**src/rtl/mem_port_arbiter.sv**
```systemverilog
// Arbitrates one fixed-latency single-ported memory between CPU fetch (I) and load/store (D).
// Define ARB_ROUND_ROBIN_EN to alternate grants on contention instead of fixed D-over-I priority.
module mem_port_arbiter #(
    parameter int unsigned WORD_SIZE   = 16,
    parameter int unsigned MEM_LATENCY = 2,
    parameter int unsigned CNT_W       = 4
) (
    input  logic                 Clk,
    input  logic                 Reset,
    input  logic                 i_req,
    input  logic [WORD_SIZE-1:0] i_addr,
    output logic [WORD_SIZE-1:0] i_rdata,
    output logic                 i_ready,
    input  logic                 d_read,
    input  logic                 d_write,
    input  logic [WORD_SIZE-1:0] d_addr,
    input  logic [WORD_SIZE-1:0] d_wdata,
    output logic [WORD_SIZE-1:0] d_rdata,
    output logic                 d_ready,
    output logic                 m_read,
    output logic                 m_write,
    output logic [WORD_SIZE-1:0] m_addr,
    output logic [WORD_SIZE-1:0] m_wdata,
    input  logic [WORD_SIZE-1:0] m_rdata
);

    typedef enum logic [1:0] {
        IDLE,
        BUSY_I,
        BUSY_D
    } state_t;

    localparam logic [CNT_W-1:0] CNT_LOAD = CNT_W'(MEM_LATENCY - 1);

    state_t           state;
    logic [CNT_W-1:0] cnt;
    logic             d_pend;
    logic             grant_d;
    logic             grant_i;
    logic             last_cycle;

`ifdef ARB_ROUND_ROBIN_EN
    logic last_grant_d;

    always_comb begin
        d_pend  = d_read | d_write;
        // On contention, hand the grant to whichever side was not served last.
        grant_d = d_pend & (~i_req | ~last_grant_d);
        grant_i = i_req & ~grant_d;
    end

    always_ff @(posedge Clk) begin
        if (Reset)
            last_grant_d <= 1'b0;
        else if (state == IDLE && (grant_d || grant_i))
            last_grant_d <= grant_d;
    end
`else
    always_comb begin
        d_pend  = d_read | d_write;
        grant_d = d_pend;
        grant_i = i_req & ~grant_d;
    end
`endif

    always_ff @(posedge Clk) begin
        if (Reset) begin
            state   <= IDLE;
            cnt     <= '0;
            m_read  <= 1'b0;
            m_write <= 1'b0;
            m_addr  <= '0;
            m_wdata <= '0;
        end else begin
            case (state)
                IDLE: begin
                    if (grant_d) begin
                        m_addr  <= d_addr;
                        m_wdata <= d_wdata;
                        m_write <= d_write;
                        m_read  <= d_read & ~d_write;
                        cnt     <= CNT_LOAD;
                        state   <= BUSY_D;
                    end else if (grant_i) begin
                        m_addr  <= i_addr;
                        m_read  <= 1'b1;
                        m_write <= 1'b0;
                        cnt     <= CNT_LOAD;
                        state   <= BUSY_I;
                    end
                end
                BUSY_I, BUSY_D: begin
                    if (cnt == '0) begin
                        state   <= IDLE;
                        m_read  <= 1'b0;
                        m_write <= 1'b0;
                    end else begin
                        cnt <= cnt - CNT_W'(1);
                    end
                end
                default: state <= IDLE;
            endcase
        end
    end

    // Ready is combinational so the requester sees it in the final busy cycle and drops on that edge.
    always_comb begin
        last_cycle = (cnt == '0);
        i_ready    = (state == BUSY_I) && last_cycle;
        d_ready    = (state == BUSY_D) && last_cycle;
        i_rdata    = i_ready ? m_rdata : '0;
        d_rdata    = d_ready ? m_rdata : '0;
    end

endmodule

```
**config.mk**
```make
export PLATFORM = sky130hd
export DESIGN_NAME = mem_port_arbiter
export DESIGN_NICKNAME = d
export VERILOG_FILES = /design/src/rtl/mem_port_arbiter.sv
export SDC_FILE = /design/constraint.sdc
export NUM_CORES = 1
export LEC_CHECK = 0
export CAP_MARGIN = 30
export CORE_MARGIN = 2
export CORE_UTILIZATION = 38
export DETAILED_ROUTE_END_ITERATION = 10
export GPL_TIMING_DRIVEN = 0
export PLACE_DENSITY = 0.92
export SLEW_MARGIN = 30
export SYNTH_ARGS = -nofsm -noshare
export SYNTH_HDL_FRONTEND = slang
export SYNTH_SLANG_ARGS = --single-unit
```
**constraint.sdc**
```tcl
create_clock -name Clk -period 3.3 [get_ports Clk]
set_input_delay 0.33 -clock Clk [delete_from_list [all_inputs] [get_ports Clk]]
set_output_delay 0.33 -clock Clk [all_outputs]
set_load 0.01 [all_outputs]
```
# Word level (Yosys, flattened, before mapping)
# Cells that the tools add are included.
# W data, S select, Z words.
dict set report word_totals {
  inputBits 69
  mem_count 0
  mem_bits_rw 0
  output_inout_bits 68
  register_bits 40
  latch_bits 0
  mem_bits_ro 0
}
dict set report op_classes {
  muxes 19
  n_lt_le_gt_ge 0
  shift 0
  n_eq_ne 5
  addsub 1
  reduce_logical 12
  n_div 0
  mul 0
  n_bitwise 5
}
# cell n
set ops {}
lappend ops {{$mux W16} 4}
lappend ops {{$mux W4} 3}
lappend ops {{$pmux W4 S2} 1}
lappend ops {{$mux W2} 3}
lappend ops {{$reduce_and A2 Y1} 3}
lappend ops {{$reduce_and A3 Y1} 2}
lappend ops {{$mux W1} 5}
lappend ops {{$logic_not A4 Y1} 1}
lappend ops {{$ne A2 B2 Y1 const B} 2}
lappend ops {{$pmux W1 S2} 2}
lappend ops {{$pmux W2 S2} 1}
lappend ops {{$reduce_bool A2 Y1} 2}
lappend ops {{$sub A4 B1 Y4 const B} 1}
lappend ops {{$ne A3 B3 Y1 const B} 1}
lappend ops {{$and A1 B1 Y1} 2}
lappend ops {{$eq A2 B1 Y1 const B} 1}
lappend ops {{$eq A2 B2 Y1 const B} 1}
lappend ops {{$logic_and A1 B1 Y1} 2}
lappend ops {{$logic_not A2 Y1} 1}
lappend ops {{$not A1 Y1} 2}
lappend ops {{$reduce_or A2 Y1} 1}
lappend ops {{$or A1 B1 Y1} 1}

# Logic depth before layout (Yosys ltp)
dict set report depth {
  word_depth 6
  ltp_mapped 7
  ltp_nobuf 6
}

# Least setup slack after synthesis
# OpenSTA, ideal clock, no wires.
dict set report synth_path {
  kind {register to register}
  start {register state[0]}
  end {register cnt[1]}
  setup_slack_ns 1.608
  arrival_ns 1.625
  stages_incl_launch_ff 7
  path_buffers 0
  setup_ns 0.067
  cell_sequence {dfxtp_1 inv_1 ha_1 inv_2 or3_4 or3_1 a21oi_2}
}
dict set report synth_via {
  elab_chain_cells 4
  word_cells_on_any_way 9
}
# element line_no
set synth_rtl {}
lappend synth_rtl {{from (decl)} 35} ;# state_t state;
lappend synth_rtl {{from (signal assigned)} 68} ;# state <= IDLE;
lappend synth_rtl {{from (signal assigned)} 83} ;# state <= BUSY_D;
lappend synth_rtl {{from (signal assigned)} 89} ;# state <= BUSY_I;
lappend synth_rtl {{$eq A2 B1 Y1 / $eq A2 B2 Y1 (equally long branches)} 75} ;# case (state)
lappend synth_rtl {{$reduce_or A2 Y1} 75}
lappend synth_rtl {{$ne A2 B2 Y1 (no line) / $reduce_bool A2 Y1 (equally long branches)} --}
lappend synth_rtl {{$reduce_and A3 Y1 (no line)} --}
lappend synth_rtl {{to (signal assigned)} 98} ;# cnt <= cnt - CNT_W'(1);
lappend synth_rtl {{to (decl)} 36} ;# logic [CNT_W-1:0] cnt;
# Parallel ways exist; a longest one is shown, timed or not.
# A chain may end at the register's enable or synchronous reset.

# Worst setup path in the final report
dict set report layout_path {
  start {register cnt[0]}
  end {output port d_rdata[7]}
}
dict set report layout_via {
  elab_chain_cells 3
}
# element line_no
set layout_rtl {}
lappend layout_rtl {{$logic_not A4 Y1} 108} ;# last_cycle = (cnt == '0);
lappend layout_rtl {{$logic_and A1 B1 Y1} 110} ;# d_ready = (state == BUSY_D) && last_cycle;
lappend layout_rtl {{$mux W16} 112} ;# d_rdata = d_ready ? m_rdata : '0;
lappend layout_rtl {{to (decl)} 18} ;# output logic [WORD_SIZE-1:0] d_rdata,
# No other way between the ends.

==> impl_metrics.toml <==
[worst_hold_path]
hp-class = "reg -> reg"
hold_end = "m_wdata[4]$_SDFFE_PP0P_"
worstHoldStart = "m_wdata[4]$_SDFFE_PP0P_"
hold_depth = 2

[final_layout]
finish.instance_area_sq_mm = 0.00354
area_growth_pct = 78.5
drive_gt1_frac = 0.0730
fin_util = 0.697
diodes = 0
nets = 469
fillCellCount = 429
finalNonFillerCells = 467

[floorplanning]
ioPinCount = 137
die_h_microns = 76.2
coreArea_sq_mm = 0.00507
rows = 26
initial_core_util = 0.391
dieArea_sq_mm = 0.00581
die_w_microns = 76.2

[clocking]
cts_sinks = 40
clk_pin_slew_ns = 0.07
tritoncts = "built"
root_buffer = "clkbuf_8"
cts_buffer_depth = 2
ctsHoldBuffers = 0
cts_resized = 0
cts_buffers = 5
post_cts.repair.setup_buffers = 0
insertion_delay_ns = 0.29
ctsHtreeMaxLevel = 2

[placed_design]
dp.cells = 459
gp_congestion = 0.813
io_buffer_count = 136
hpwl_microns = 5290
placed_area_sq_mm = 0.00343

[yosys]
synth_top_family_by_area = "simple AND/OR/NAND/NOR gates"
synth_compound_area_frac = 0.205
synth.area.top_cells = "dfxtp_1, nand2_1, and3_1"
ys_ff_latch = 40
yosys_warnings = 0
synthMuxAreaShare = 0
synth_xor_area_frac = 0.00883
synth_cell_type_count = 35
syn-mean-instance-area_sq_um = 7.84
yosys.area_share.adder = 0.0252
postSynthCellCount = 253
ys_async_sr_fraction = 0
synth_ff_type = "dfxtp_1"
yosysTopAreaCell = "dfxtp_1"
synth_top_area_frac = 0.404
yosys.area_share.simple = 0.302
synth_fp_nets = 326
ys_seq_area_frac = 0.404
synth_edf_count = 0
synth_area_sq_mm = 0.00198

[drt]
totalWireLength_microns = 6830
vias = 2381
first_pass_iters = 4
antenna_left = 0
avgViaCountPerCell = 5.10
drt_iter0_drc = 128
wl_per_cell_microns = 14.6
drc = 0

[critical_path]
rr_startpoint = "state[0]$_SDFFE_PP0P_"
end_kind = "output port"
arrival_ns = 2.47
crit_required_ns = 2.97
reg2reg_depth = 6
cp_max_fo = 10
critPathKind = "reg -> out"
start_kind = "register"
rrSetupSlack_ns = 1.42
r2r-end = "cnt[1]$_SDFFE_PP0P_"

[timing]
min_period_over_period = 0.849
maxSlewHeadroom = 0.478
finalHoldViolations = 0
worstMarginPinSlew_ns = 0.773
rsz0062_at_grt = "no"
final_max_slew_viol_count = 0
clock_skew_ns = 0.00722
setup-tns-final_ns = 0
fmax_mhz = 357
setup_viol = 0
fin_crit_ns = 2.80

[power]
p_per_area_mw_per_mm2 = 469
total_power_mw = 1.66
leakage_nw = 1.41
ir_worst_vdd_mv = 0.289

[run]
max_cap_viol_count = 0

[global_routing]
overflow = 0
grt_first_pass_wirelength_microns = 11100
gr-usage-all-layers = 0.230
grt_pass1_vias = 2275
grt_max_degree = 13
antenna_found_initial = 0

[outcome]
status = "completed"
[how the worst max path moves through the flow]
| stage | startpoint | to | cells after the start |
|---|---|---|---|
| after floorplan | state[0]$_SDFFE_PP0P_ | cnt[1]$_SDFFE_PP0P_ | 6 |
| after global placement | cnt[0]$_SDFFE_PP0P_ | d_rdata[0] | 6 |
| after detailed placement | cnt[0]$_SDFFE_PP0P_ | i_rdata[9] | 6 |
| after CTS | cnt[0]$_SDFFE_PP0P_ | i_rdata[9] | 6 |
| after global routing | cnt[0]$_SDFFE_PP0P_ | d_rdata[0] | 6 |
| final | cnt[0]$_SDFFE_PP0P_ | d_rdata[7] | 6 |
[per-layer routing]
layer	up-vias	share of wire	global-route usage	wire length (microns)
li1	1175	-	-	-
met5	-	0	0	0
met2	94	0.49	0.394	3380
met3	19	0.057	0.0498	390
met4	0	0.028	0.0873	191
met1	1093	0.42	0.281	2870
[cell families after synthesis]
group,Yosys count
xor gates and xnor gates,2
DFF,40
and+or+nand+nor,120
AOI/OAI and AO/OA,62
buffers and inverters,25
adders and majority gates,4
[flip-flops by register name, summed over array words and instances (netlist names)]
register  count
m_read        1
m_write       1
m_wdata      16
m_addr       16
cnt           4
state         2
[synth_stat cells, drive strengths merged (2+ instances only)]
master  instances
and2            2
a21oi          22
and3           33
dfxtp          40
nor2           20
buf             8
xor2            2
inv             5
a311oi         16
or3             2
ha              4
nand3           5
nor3            2
nor3b           2
clkbuf         12
nand2          50
o21ai          17
a211oi          2
a22o            2
[power breakdown]
part           total [mW]  switching (mW)  internal [mW]  leakage [nW]
logic               0.680           0.326          0.354          1.03
clock network       0.390           0.165          0.224        0.0552
registers           0.591          0.0392          0.552         0.331
total                1.66           0.530           1.13          1.41
[cell usage in the layout, fill, tap and decap left out, types with 2 or more instances in the layout]
| cell type | Yosys | layout |
|---|---|---|
| ha_1 | 4 | 4 |
| a21oi_1 | 21 | 21 |
| nand2_1 | 50 | 50 |
| buf_2 | 6 | 6 |
| and2_1 | 2 | 2 |
| buf_4 | 2 | 2 |
| inv_1 | 4 | 4 |
| and3_1 | 28 | 28 |
| nor2_1 | 19 | 19 |
| nand3_1 | 5 | 5 |
| o21ai_0 | 16 | 16 |
| dfxtp_1 | 40 | 40 |
| nor3_1 | 2 | 2 |
| clkbuf_1 | 12 | 13 |
| and3_2 | 5 | 5 |
| a311oi_1 | 16 | 16 |
| clkbuf_8 | 0 | 5 |
| xor2_1 | 2 | 2 |
| a22o_1 | 2 | 2 |
| clkdlybuf4s50_1 | 0 | 136 |
[critical path: stages, from the launching register on]
cell             delay (ns)
dfxtp_1                0.34
inv_1                  0.08
ha_1                   0.19
nor3b_2                0.44
clkbuf_1               0.36
and3_1                 0.22
clkdlybuf4s50_1        0.55
[metrics by stage]
stage | hold WS [ns] | setup WS [ns]
after floorplan | 0.449 | 1.61
after global placement | 0.441 | 0.901
final | 0.457 | 0.497
after detailed placement | 0.448 | 0.842
after CTS | 0.458 | 0.522
after global routing | 0.470 | 0.359
[area by class of cell]
class	count	area (sq um)	share of cell area
Buffer	20	90.1	0.0255
Clock buffer	6	72.6	0.0205
Clock inverter	2	35.0	0.00990
Inverter	5	18.8	0.00530
Multi-Input combinational cell	188	1070	0.303
Sequential cell	40	801	0.226
Tap cell	70	87.6	0.0247
Timing Repair Buffer	136	1360	0.385
Note: power is estimated with default switching activity, not from simulation.
